### src/rtl/vic_vector.sv
// ----------------------------------------------------------------------------
// vic_vector
//
// Downstream stage of the VICtor interrupt controller. It takes the request
// and the 5-bit source index from the priority stage. It looks up the handler
// address in a programmable vector table and runs the request / ack /
// end-of-interrupt handshake with the CPU. It also drives the in-service level
// back to the priority stage.
//
// Ports
//   i_clk        clock, rising edge
//   i_rst        asynchronous active-high reset
//   i_en         global enable (shared with the priority stage)
//   i_irq        request from the priority stage
//   i_irq_addr   index of the requesting source
//   i_wr_en      vector table write strobe
//   i_wr_addr    vector table write index
//   i_wr_data    handler address to store
//   i_cpu_ack    CPU has taken the vector
//   i_cpu_eoi    CPU has finished the handler
//   o_cpu_irq    interrupt request to the CPU
//   o_vector     handler address of the current interrupt
//   o_cur_id     index being served
//   o_in_service high while an interrupt is in flight (to priority i_IRQ)
//   o_timeout    sticky ack-timeout flag, cleared only by reset
// ----------------------------------------------------------------------------
module vic_vector #(
   parameter int               NUM_IRQ        = 31,
   parameter int               VEC_W          = 32,
   parameter int               ACK_TIMEOUT    = 255,
   parameter logic [VEC_W-1:0] DEFAULT_VECTOR = '0
) (
   input  logic             i_clk,
   input  logic             i_rst,
   input  logic             i_en,
   input  logic             i_irq,
   input  logic [4:0]       i_irq_addr,
   input  logic             i_wr_en,
   input  logic [4:0]       i_wr_addr,
   input  logic [VEC_W-1:0] i_wr_data,
   input  logic             i_cpu_ack,
   input  logic             i_cpu_eoi,
   output logic             o_cpu_irq,
   output logic [VEC_W-1:0] o_vector,
   output logic [4:0]       o_cur_id,
   output logic             o_in_service,
   output logic             o_timeout
);

   typedef enum logic [1:0] {
      ST_IDLE,
      ST_REQ,
      ST_SERVICE,
      ST_RELEASE
   } state_t;

   // Last timer value before the ack timeout fires.
   localparam logic [7:0] TIMER_LAST = 8'(ACK_TIMEOUT - 1);

   state_t             state_q, state_d;
   logic [7:0]         timer_q, timer_d;
   logic               cpu_irq_q, cpu_irq_d;
   logic               in_service_q, in_service_d;
   logic [VEC_W-1:0]   vector_q, vector_d;
   logic [4:0]         cur_id_q, cur_id_d;
   logic               timeout_q, timeout_d;

   // Vector table: the data array has no reset. Only the valid bits are reset.
   logic [VEC_W-1:0]   mem_q [NUM_IRQ];
   logic [NUM_IRQ-1:0] valid_q;
   logic [NUM_IRQ-1:0] wr_sel;

   logic               wr_hit;
   logic               irq_in_range;
   logic [4:0]         rd_idx;
   logic [VEC_W-1:0]   lookup_vec;
   logic               accept;

   assign wr_hit       = i_wr_en && (32'(i_wr_addr) < 32'(NUM_IRQ));
   assign irq_in_range = (32'(i_irq_addr) < 32'(NUM_IRQ));
   assign accept       = (state_q == ST_IDLE) && i_en && i_irq && irq_in_range;

   // Keep the read index inside the table even when the request is ignored.
   assign rd_idx     = irq_in_range ? i_irq_addr : 5'd0;
   // The lookup reads the current contents of the table. A write in the same
   // cycle has not landed yet, so the lookup sees the old entry.
   assign lookup_vec = valid_q[rd_idx] ? mem_q[rd_idx] : DEFAULT_VECTOR;

   // ------------------------------------------------------------------------
   // Vector table
   // ------------------------------------------------------------------------
   generate
      for (genvar gi = 0; gi < NUM_IRQ; gi++) begin : g_wr_sel
         assign wr_sel[gi] = wr_hit && (i_wr_addr == 5'(gi));
      end
   endgenerate

   always_ff @(posedge i_clk) begin
      if (wr_hit) begin
         mem_q[i_wr_addr] <= i_wr_data;
      end
   end

   always_ff @(posedge i_clk or posedge i_rst) begin
      if (i_rst) begin
         valid_q <= '0;
      end else begin
         valid_q <= valid_q | wr_sel;
      end
   end

   // ------------------------------------------------------------------------
   // Handshake FSM: state register
   // ------------------------------------------------------------------------
   always_ff @(posedge i_clk or posedge i_rst) begin
      if (i_rst) begin
         state_q      <= ST_IDLE;
         timer_q      <= '0;
         cpu_irq_q    <= 1'b0;
         in_service_q <= 1'b0;
         vector_q     <= '0;
         cur_id_q     <= '0;
         timeout_q    <= 1'b0;
      end else begin
         state_q      <= state_d;
         timer_q      <= timer_d;
         cpu_irq_q    <= cpu_irq_d;
         in_service_q <= in_service_d;
         vector_q     <= vector_d;
         cur_id_q     <= cur_id_d;
         timeout_q    <= timeout_d;
      end
   end

   // ------------------------------------------------------------------------
   // Handshake FSM: next state and registered outputs
   // ------------------------------------------------------------------------
   always_comb begin
      state_d      = state_q;
      timer_d      = timer_q;
      cpu_irq_d    = cpu_irq_q;
      in_service_d = in_service_q;
      vector_d     = vector_q;
      cur_id_d     = cur_id_q;
      timeout_d    = timeout_q;

      unique case (state_q)
         ST_IDLE: begin
            if (accept) begin
               state_d      = ST_REQ;
               vector_d     = lookup_vec;
               cur_id_d     = i_irq_addr;
               cpu_irq_d    = 1'b1;
               in_service_d = 1'b1;
               timer_d      = '0;
            end
         end

         ST_REQ: begin
            // The ack has priority over an abort or a timeout in the same cycle.
            if (i_cpu_ack) begin
               state_d   = ST_SERVICE;
               cpu_irq_d = 1'b0;
            end else if (!i_en) begin
               state_d      = ST_RELEASE;
               cpu_irq_d    = 1'b0;
               in_service_d = 1'b0;
            end else if ((ACK_TIMEOUT != 0) && (timer_q == TIMER_LAST)) begin
               state_d      = ST_RELEASE;
               cpu_irq_d    = 1'b0;
               in_service_d = 1'b0;
               timeout_d    = 1'b1;
            end else if (timer_q != 8'hFF) begin
               timer_d = timer_q + 8'd1;
            end
         end

         ST_SERVICE: begin
            if (i_cpu_eoi) begin
               state_d      = ST_RELEASE;
               in_service_d = 1'b0;
            end
         end

         ST_RELEASE: begin
            // Always one cycle with o_in_service low. The priority stage clears
            // the served source on this falling edge.
            state_d      = ST_IDLE;
            cpu_irq_d    = 1'b0;
            in_service_d = 1'b0;
         end

         default: begin
            state_d = ST_IDLE;
         end
      endcase
   end

   assign o_cpu_irq    = cpu_irq_q;
   assign o_vector     = vector_q;
   assign o_cur_id     = cur_id_q;
   assign o_in_service = in_service_q;
   assign o_timeout    = timeout_q;

endmodule
### config.mk
export PLATFORM = sky130hd
export DESIGN_NAME = vic_vector
export DESIGN_NICKNAME = d
export VERILOG_FILES = /design/src/rtl/vic_vector.sv
export SDC_FILE = /design/constraint.sdc
export NUM_CORES = 1
export LEC_CHECK = 0
export BUFFER_PORTS_ARGS = -buffer_cell sky130_fd_sc_hd__buf_4
export CORE_MARGIN = 5
export CORE_UTILIZATION = 30
export DETAILED_ROUTE_END_ITERATION = 6
export RECOVER_POWER = 50
export SLEW_MARGIN = 0
export SYNTH_ARGS = -nofsm -noshare
export SYNTH_HDL_FRONTEND = slang
export SYNTH_SLANG_ARGS = --single-unit
### constraint.sdc
create_clock -name i_clk -period 3.3 [get_ports i_clk]
set_input_delay 0.825 -clock i_clk [delete_from_list [all_inputs] [get_ports i_clk]]
set_output_delay 0.825 -clock i_clk [all_outputs]
set_load 0.02 [all_outputs]
=== Yosys cells after proc, flatten, opt, wreduce, memory -nomap -nowiden ===
Memory sizes are Yosys's and may differ from the RTL's.
Index checks and enable logic that the tools add are counted.
Widths: inputs -> output; s select.

* Bits in writable memories: 992
* Memories kept: 1
* Flip-flop bits (word level): 81
* Output and inout bits: 40

* $add $sub $neg: 1
* Mux-type cells: 26
* Eq/ne operators: 43
* Reductions and logical operators: 45
* Magnitude comparators: 3
* Bitwise gates (word level): 2

{| class="wikitable"
|+ Memories
! name !! depth !! width !! rd ports !! clocked after memory_dff !! write ports !! RTL line !! source
|-
| mem_q || 31 || 32 || 1 || 0 || 1 || 69 || <nowiki>logic [VEC_W-1:0] mem_q [NUM_IRQ];</nowiki>
|}

{| class="wikitable"
|+ Operator list
! kind !! number
|-
| $eq 5x5->1 const B || 15
|-
| $eq 5x4->1 const B || 8
|-
| $mux 8 || 5
|-
| $logic_and 1x1->1 || 35
|-
| $mux 32 || 1
|-
| $or 31x31->31 || 1
|-
| $eq 5x3->1 const B || 4
|-
| $pmux 8 s2 || 1
|-
| $ne 2x2->1 const B || 6
|-
| $eq 5x2->1 const B || 2
|-
| $lt 5x5->1 const B || 2
|-
| $mux 2 || 5
|-
| $mux 1 || 9
|-
| $add 8x1->8 const B || 1
|-
| $eq 8x8->1 const B || 1
|-
| $ne 8x8->1 const B || 1
|-
| $pmux 2 s4 || 1
|-
| $reduce_and 4->1 || 2
|-
| $lt 5x6->1 const B || 1
|-
| $reduce_and 3->1 || 2
|-
| $reduce_and 6->1 || 1
|-
| $bmux 1 s5 || 1
|-
| $eq 5x1->1 const B || 1
|-
| $logic_not 5->1 || 1
|-
| other kinds (12) || 13
|}

=== Depth between registers and ports, before layout ===
Gate-level depths: netlist of run 1.

* Word-level depth: 6
* Gate-level depth with buffers: 12
* Depth with buffers taken out: 9

=== Least setup slack after synthesis of run 1 ===
OpenSTA, ideal clock, no wires.

* Path type: input -> register
* From: input i_wr_addr[1]
* To: memory mem_q[24][0], enable pin
* Slack: 0.021 ns
* Setup time: 0.422 ns
* Arrival: 2.857 ns
* Required time: 2.878 ns
* Stages: 3
* Path buffers: 1
* Cell sequence: or3b_2 clkbuf_1 nor2_1

* Longest elaborated chain between the ends: 4

{| class="wikitable"
|+ Ends and longest elaborated chain
! item !! RTL line !! source
|-
| from (decl) || 39 || <nowiki>input logic [4:0] i_wr_addr,</nowiki>
|-
| $lt 5x5->1 || 79 || <nowiki>assign wr_hit = i_wr_en && (32'(i_wr_addr) < 32'(NUM_IRQ));</nowiki>
|-
| $logic_and 1x1->1 || 79 ||
|-
| $mux 1 || 99 || <nowiki>if (wr_hit) begin</nowiki>
|-
| $mux 1 (implied by the code) || 100 || <nowiki>mem_q[i_wr_addr] <= i_wr_data;</nowiki>
|-
| to (decl) || 69 ||
|}

Several ways; a longest one is shown, not always the timed one.

=== Worst setup path after layout of run 1 ===
* From: register state_q[1]
* To: register timer_q[3]

* Longest elaborated chain between the ends: 6
* Elaborated cells between the ends (all ways): 13
* Classes of those cells: 6 x eq/ne; 1 x mux; 6 x reduce/logical

{| class="wikitable"
|+ Ends and longest elaborated chain
! item !! RTL line !! source
|-
| from (decl) || 60 || <nowiki>state_t state_q, state_d;</nowiki>
|-
| from (signal assigned) || 125 || <nowiki>state_q <= state_d;</nowiki>
|-
| $logic_not 2->1 || 81, 147 ||
|-
| $logic_and 1x1->1 (3 in series) || 81 || <nowiki>assign accept = (state_q == ST_IDLE) && i_en && i_irq && irq_in_range;</nowiki>
|-
| $ne 2x2->1 (no line) || -- ||
|-
| $reduce_and 6->1 (no line) || -- ||
|-
| to (signal assigned) || 126 || <nowiki>timer_q <= timer_d;</nowiki>
|-
| to (decl) || 61 || <nowiki>logic [7:0] timer_q, timer_d;</nowiki>
|}

Several ways; a longest one is shown, not always the timed one.
A chain may end at the register's enable or synchronous reset.

==> results of run 1 <==
## worst paths after layout
kind	depth (start not counted)	startpoint	slack (ns)	endpoint
min in group asynchronous	2	i_rst	0.77	o_cur_id[4]
min	3	i_en	0.46	o_timeout
max	9	state_q[1]	0.67	timer_q[3]
min reg2reg	1	valid_q[2]	0.46	valid_q[2]
max reg2reg	9	state_q[1]	0.67	timer_q[3]
max in group asynchronous	3	i_rst	0.72	o_vector[22]
## per-layer routing
metal	vias to the layer above	track usage, %	wire (microns)
li1	11400	-	-
met1	13200	21.6	50400
met2	1157	27.1	59500
met3	203	3.41	9930
met4	6	5.75	3940
met5	-	0	42
## critical path, delay by kind of cell, from the launching register on
| kind | cells | cell delay [ns] |
|---|---|---|
| simple gates | 3 | 0.36 |
| xor+xnor | 1 | 0.17 |
| buf+inv | 1 | 0.13 |
| flops | 1 | 0.43 |
| fa+ha+maj | 1 | 0.31 |
| compound gates | 3 | 1.10 |
## power groups by stage
stage	Combinational (mW)	Sequential, mW	Clock [mW]
final	2.82	15.7	11.7
after global routing	3.04	15.7	12.5
after CTS	2.86	15.7	11.9
after detailed placement	2.85	16.0	0
after global placement	2.82	16.0	0
after floorplan	1.33	16.0	0
## cell type report
class	instances	area, sq um	share of cell area [%]
diodes	7	17.5	0.0356
clock buffers	148	2950	5.99
clock inverters	53	439	0.891
inverters	13	50.0	0.102
multi-input cells	1647	9250	18.8
flip-flops and latches	1073	31800	64.6
well taps	1794	2240	4.56
repair buffers	263	2500	5.07
## synth_stat cells, drive strengths merged, types with 12 or more instances
cell / instances
a21oi: 39
a22o: 32
a31oi: 128
a32oi: 93
buf: 113
clkbuf: 64
dfrtp: 81
edfxtp: 992
inv: 12
mux2i: 131
nand2: 716
nand3: 264
nor2: 46
nor4: 30
o21ai: 50
or2: 29
## cell usage in the layout, fill, tap and decap left out, types with 5 or more instances in the layout
cell | netlist | final
nand2_2 | 2 | 5
nor4_1 | 30 | 30
nor3_1 | 6 | 6
clkbuf_16 | 0 | 107
edfxtp_1 | 992 | 992
mux2i_1 | 131 | 131
a211oi_1 | 5 | 5
nand4_1 | 8 | 8
o21ai_0 | 48 | 48
or2_2 | 29 | 29
clkbuf_1 | 64 | 68
a22o_1 | 32 | 32
nand3b_1 | 7 | 7
ha_1 | 8 | 8
nor2_4 | 1 | 32
buf_4 | 19 | 167
clkbuf_8 | 0 | 12
a31oi_1 | 127 | 126
nor2_1 | 44 | 14
clkinv_1 | 1 | 15
a32oi_1 | 93 | 93
dfrtp_1 | 81 | 81
clkinv_2 | 0 | 26
inv_1 | 11 | 10
buf_12 | 0 | 54
a21oi_1 | 39 | 39
diode_2 | 0 | 7
and2_1 | 7 | 6
nand3_1 | 264 | 264
nand2_1 | 714 | 710
xor2_1 | 6 | 6
## flip-flops by register name, indices dropped and copies added (netlist names)
name,count
mem_q,992
o_vector,32
valid_q,31
timer_q,8
o_cur_id,5
state_q,2
o_cpu_irq,1
o_in_service,1
o_timeout,1
## kinds of logic after synthesis
kind of cell / count (synthesis)
DFF: 1073
and+or+nand+nor: 1127
muxes: 134
buffers and inverters: 190
adders and majority gates: 8
xor gates and xnor gates: 6
AOI/OAI and AO/OA: 372
==> run_results.csv, run 1 <==
group,metric,value,unit
synthesis,synth-seq-cells,1073,
worst_setup_path,path_cells,"inv_1 > ha_1 > nand2b_1 > a311oi_1 > a21boi_0 > a2bb2oi_2 > nand4_1 > xor2_1 > nor2_1",
final_layout,final_util,35.7,%
synthesis,syn_nets,2967,
placement,placed_cell_area,46000,sq um
timing,finalSetupViolations,0,
clock_network,clock_sinks,1073,
timing,tightestPinTransition,2.43,ns
grt,grtUsageTotal,16.4,%
timing,whs,0.457,ns
synthesis,netlist_top_cells_area,"edfxtp_1, nand2_1, dfrtp_1",
synthesis,synth_cell_types,58,
placement,gp_congestion,0.774,
timing,skew,0.0342,ns
timing,fin_setup_tns,0,ns
timing,hold_viol_final,0,
drt,dr_total_vias,25900,
synthesis,synth_edf_count,992,
clock_network,cts_buffers,107,
floorplanning,coreArea,138000,sq um
grt,antenna_found_initial,12,
timing,min_period_over_period,79.7,%
drt,vias_per_cell,5.18,
pwr,p_comb_share,9.3,%
timing,fin_ws,0.670,ns
pwr,clockPowerShare,38.7,%
grt,grt_max_degree,58,
synthesis,synth_top_family_by_area,"simple AND/OR/NAND/NOR gates",
final_layout,instances_no_fill,4998,
synthesis,ys_async_sr_fraction,7.55,%
drt,drt-total-wl,124000,microns
placement,placement.io_buffers,88,
synthesis,synthMuxAreaShare,3.22,%
status,outcome,"finished, violations left",
floorplanning,pin_count,89,
grt,gr-total-overflow,0,
floorplanning,start_util,30.3,%
grt,grt_pass1_wl,177000,microns
worst_setup_path,cpMaxStageDelayCell,"dfrtp_1",
pwr,pwr_density_cell,613,nW/um^2
placement,dp_cells,4790,
synthesis,yosys_most_used_dff,"edfxtp_1",
clock_network,cts_htree_levels,3,
synthesis,synth_compound_area_share,6.26,%
clock_network,cts_resized,0,
final_layout,drive_above_1_share,14.5,%
worst_setup_path,crit_type,"reg -> reg",
floorplanning,die_w,383,microns
timing,max_freq,380,MHz
synthesis,syn_area_per_cell,14.3,sq um
synthesis,yosys.area_share.simple,11.6,%
clock_network,cts_setup_buffers,0,
floorplanning,die_area,147000,sq um
clock_network,cts_tree,"yes",
clock_network,cts_root_buffer,"clkbuf_16",
drt,post-route-drc-count,0,
pwr,power_switching,7.35,mW
worst_setup_path,crit_required,3.87,ns
synthesis,syn_area,41700,sq um
worst_setup_path,critPathMaxStageDelay,0.43,ns
placement,hpwl,67000,microns
status,violations,"capacitance limit, slew limit",
worst_setup_path,cp-start-kind,"register",
pwr,power_leakage,16.6,nW
pwr,peakVddDrop,0.000380,V
pwr,p_int,22.8,mW
timing,slew_violations,61,
floorplanning,die-height,383,microns
drt,detail_route.wl_per_cell,24.8,microns
hold_path,hp-class,"in -> reg",
timing,rsz0062_at_grt,"false",
synthesis,synth_top_area_cell,"edfxtp_1",
synthesis,ys_warn_count,0,
synthesis,synth_xor_area_share,0.126,%
synthesis,yosysTopAreaCellShare,71.4,%
worst_setup_path,cp.arrival,3.20,ns
placement,dp_slack,0.0736,ns
synthesis,synth_cells,2910,
final_layout,fin_nets,3162,
final_layout,fill_cells,13000,
clock_network,insertion_delay,0.72,ns
pwr,switching_share,24.4,%
flow_run,max_cap_viol_count,2,
final_layout,final_cell_area,49300,sq um
pwr,seqPwrFrac,51.9,%
clock_network,path_clk_slew,0.06,ns
grt,grt_pass1_vias,24800,
clock_network,cts_buffer_depth,3,
final_layout,area_delta_synth_final,18.0,%
worst_setup_path,endpoint_kind,"register",
drt,drt-initial-drc-count,2631,
timing,slew_headroom,-62.6,%
floorplanning,std_cell_rows,136,
drt,ant_nets,0,
drt,firstDrtPassIters,5,
pwr,finalPower,30.2,mW
clock_network,ctsHoldBuffers,0,
synthesis,ys_seq_area_share,76.2,%
synthesis,synthAdderAreaFrac,0.240,%
timing,period_minus_slack,2.63,ns
worst_setup_path,cp_max_fo,10,
Power figures use the tool's default switching activity.
==> inputs of run 2 (changes only) <==
--- a/config.mk
+++ b/config.mk
@@ -5,6 +5,7 @@
 export SDC_FILE = /design/constraint.sdc
 export NUM_CORES = 1
 export LEC_CHECK = 0
+export ABC_AREA = 1
 export BUFFER_PORTS_ARGS = -buffer_cell sky130_fd_sc_hd__buf_4
 export CORE_MARGIN = 5
 export CORE_UTILIZATION = 30
==> constraint.sdc (replaced) <==
create_clock -name i_clk -period 2.73 [get_ports i_clk]
set_input_delay 0.6825 -clock i_clk [delete_from_list [all_inputs] [get_ports i_clk]]
set_output_delay 0.6825 -clock i_clk [all_outputs]
set_load 0.02 [all_outputs]
==> run 2 against run 1 <==
  * The flow still finishes with violations (capacitance limit, slew limit)
  * Clock power rose by 19%
  * First-iteration DRC count up 20%
  * Non-clock buffer count rose by 83
  * Sequential power rose by 20%
  * Sequential cell count did not move
  * Synthesized cell count grew 32%
  * Critical path type is now in -> reg
  * Critical endpoint is now mem_q[8][4]
==> run_results.csv, run 2 <==
group,metric,value,unit
timing,tightestPinTransition,1.64,ns
final_layout,multi_input_area,10800,sq um
clock_network,cts_htree_levels,3,
synthesis,synth.most_common_cell,"nand2_1",
clock_network,cts_tree,"yes",
worst_setup_path,critPathMaxStageDelay,1.18,ns
synthesis,yosys_most_used_dff,"edfxtp_1",
timing,rsz0062_at_grt,"false",
placement,placement.io_buffers,88,
synthesis,synth_edf_count,992,
timing,slew_violations,66,
pwr,pwr_density_cell,701,nW/um^2
worst_setup_path,crit_top_cell,"clkbuf_1",
timing,finalSetupViolations,0,
worst_setup_path,cp-start-kind,"input pin",
pwr,clockPowerShare,37.8,%
worst_setup_path,cp_max_fo,20,
clock_network,cts_buffer_depth,3,
hold_path,hp-start,"i_en",
floorplanning,pin_count,89,
grt,grt_pass1_wl,200000,microns
worst_setup_path,cpMaxStageDelayCell,"clkbuf_1",
timing,max_freq,383,MHz
grt,grt_pass1_vias,29300,
pwr,p_int,27.6,mW
drt,dr_total_vias,30500,
drt,firstDrtPassIters,6,
timing,period_minus_slack,2.61,ns
pwr,seqPwrFrac,51.3,%
pwr,power_leakage,19.6,nW
status,outcome,"finished, violations left",
final_layout,instances_no_fill,6062,
hold_path,whs_endpoint,"o_timeout",
timing,slew_headroom,-9.45,%
pwr,finalPower,36.7,mW
final_layout,fill_cells,14100,
synthesis,ys_async_sr_fraction,7.55,%
synthesis,ys_warn_count,0,
drt,vias_per_cell,5.03,
synthesis,synth_cells,3850,
timing,fin_ws,0.116,ns
worst_setup_path,reg2reg_slack,0.36,ns
synthesis,synth-seq-cells,1073,
final_layout,drive_above_1_share,11.7,%
placement,dp_slack,-0.0740,ns
final_layout,final_common_cell,"nand2_1",
synthesis,netlist_top_cells_area,"edfxtp_1, nand3_1, nand2_1",
drt,ant_nets,0,
floorplanning,die_w,393,microns
grt,antenna_found_initial,6,
drt,post-route-drc-count,0,
final_layout,final_cell_mix,"nand2_1, nand3_1, edfxtp_1, buf_4, inv_1",
worst_setup_path,path_cells,"clkbuf_1 > nor2_1 > nand2_1 > clkbuf_1 > nor2_4 > clkbuf_2",
worst_setup_path,cp.arrival,2.85,ns
final_layout,area_delta_synth_final,19.1,%
placement,dp_cells,5867,
status,violations,"capacitance limit, slew limit",
final_layout,final_cell_area,52400,sq um
drt,wl_met3,12200,microns
pwr,power_switching,9.16,mW
floorplanning,die_area,155000,sq um
timing,whs,0.247,ns
flow_run,max_cap_viol_count,3,
timing,skew,0.0309,ns
final_layout,final-seq-area,31800,sq um
timing,hold_viol_final,0,
grt,grtUsageTotal,17.4,%
grt,grt_max_degree,71,
pwr,p_comb_share,10.9,%
floorplanning,start_util,30.2,%
hold_path,hp-class,"in -> reg",
hold_path,hold_path_depth,2,
floorplanning,std_cell_rows,140,
drt,detail_route.wl_per_cell,22.3,microns
synthesis,syn_area_per_cell,11.4,sq um
worst_setup_path,r2r_end,"timer_q[7]",
final_layout,fin_nets,4114,
synthesis,syn_nets,3907,
floorplanning,die-height,393,microns
grt,gr-total-overflow,0,
worst_setup_path,crit_required,2.97,ns
pwr,peakVddDrop,0.000530,V
clock_network,cts_root_buffer,"clkbuf_16",
synthesis,yosysTopAreaCellShare,67.7,%
placement,placed_cell_area,49400,sq um
placement,gp_congestion,0.824,
timing,min_period_over_period,95.8,%
drt,drt-initial-drc-count,3164,
final_layout,largest_reg_flops,992,
drt,dr.max_layer_used,"met5",
clock_network,cts_setup_buffers,0,
floorplanning,coreArea,146000,sq um
synthesis,synth_cell_types,33,
drt,drt-total-wl,135000,microns
worst_setup_path,r2r-start,"state_q[0]",
drt,met1Wirelength,57600,microns
pwr,switching_share,24.9,%
clock_network,path_clk_slew,0.06,ns
worst_setup_path,reg2reg_depth,13,
clock_network,cts_buffers,104,
drt,met2_length,61700,microns
placement,hpwl,78300,microns
clock_network,insertion_delay,0.71,ns
worst_setup_path,crit_type,"in -> reg",
worst_setup_path,endpoint_kind,"register",
final_layout,top_register,"mem_q",
synthesis,syn_area,44000,sq um
synthesis,ys_seq_area_share,72.3,%
synthesis,synthTopCellsByCount,"nand2_1, nand3_1, edfxtp_1",
clock_network,clock_sinks,1073,
synthesis,synth_top_area_cell,"edfxtp_1",
[run 2: cell count changes after synthesis, moves of 26 or more]
| cell | change |
|---|---|
| or2_2 | -26 |
| a21oi_1 | -30 |
| a22o_1 | -32 |
| a31oi_1 | -127 |
| mux2i_1 | -131 |
| a32oi_1 | -93 |
| nand3_1 | +777 |
| buf_2 | +63 |
| inv_1 | +147 |
| nor4_1 | -29 |
| nand2_1 | +451 |
[run 2: worst max path at each step]
stage                   from      endpoint  slack, ns  depth (start not counted)
4_1_cts         o_vector[12]  o_vector[12]       0.39                          1
3_5_place_dp   i_irq_addr[3]  o_vector[27]      -0.07                         16
6_report        i_wr_addr[1]   mem_q[8][4]       0.12                          6
3_3_place_gp   i_irq_addr[4]  o_vector[27]      -0.09                         17
2_1_floorplan   i_wr_addr[0]  mem_q[10][0]      -0.16                          4
5_1_grt         i_wr_addr[2]  mem_q[3][29]       0.12                          6
[run 2: cell type report]
class / instances / area share, %
antenna: 5 / 0.0239
clock buffer: 131 / 5.26
clock inverter: 58 / 0.940
inverter: 161 / 1.16
multi-input combinational: 2371 / 20.5
sequential: 1073 / 60.7
tap: 1917 / 4.57
timing repair buffer: 346 / 6.86
[run 2: timing repair]
action                    4_1_cts  5_1_grt
resized for setup               0        0
hold buffers                    1        0
hold endpoints to repair       21        0
[run 2: worst max-delay path, delay by kind of cell]
kind / cells / cell delay (ns)
and+or+nand+nor: 3 / 0.17
buffers and inverters: 3 / 1.95
[run 2: routing by layer]
layer  up-vias  track usage (%)
li1      13900                -
met1     15000             24.4
met2      1369             27.3
met3       220             3.53
met4         2             5.02
met5         -                0
[run 2: cells by family after synthesis]
family          synth area share (%)
buf+inv                         3.95
simple gates                    22.6
mux                           0.0256
compound gates                 0.858
xor+xnor                      0.0597
flops                           72.3
fa+ha+maj                      0.227
[run 2: metrics by stage]
step	util (%)	TNS (ns)
after floorplan	-	-132.15
after global placement	33.9	-0.472
after detailed placement	33.9	-0.372
after CTS	36.2	0
after global routing	36.0	0
final	36.0	0
[run 2: power by group through the flow]
stage | combinational (mW) | sequential, mW | clock (mW)
3_3_place_gp | 4.01 | 19.2 | 0
5_1_grt | 4.38 | 18.9 | 14.8
3_5_place_dp | 4.05 | 19.2 | 0
6_report | 4.00 | 18.9 | 13.9
4_1_cts | 4.06 | 18.9 | 14.1
2_1_floorplan | 1.81 | 19.3 | 0
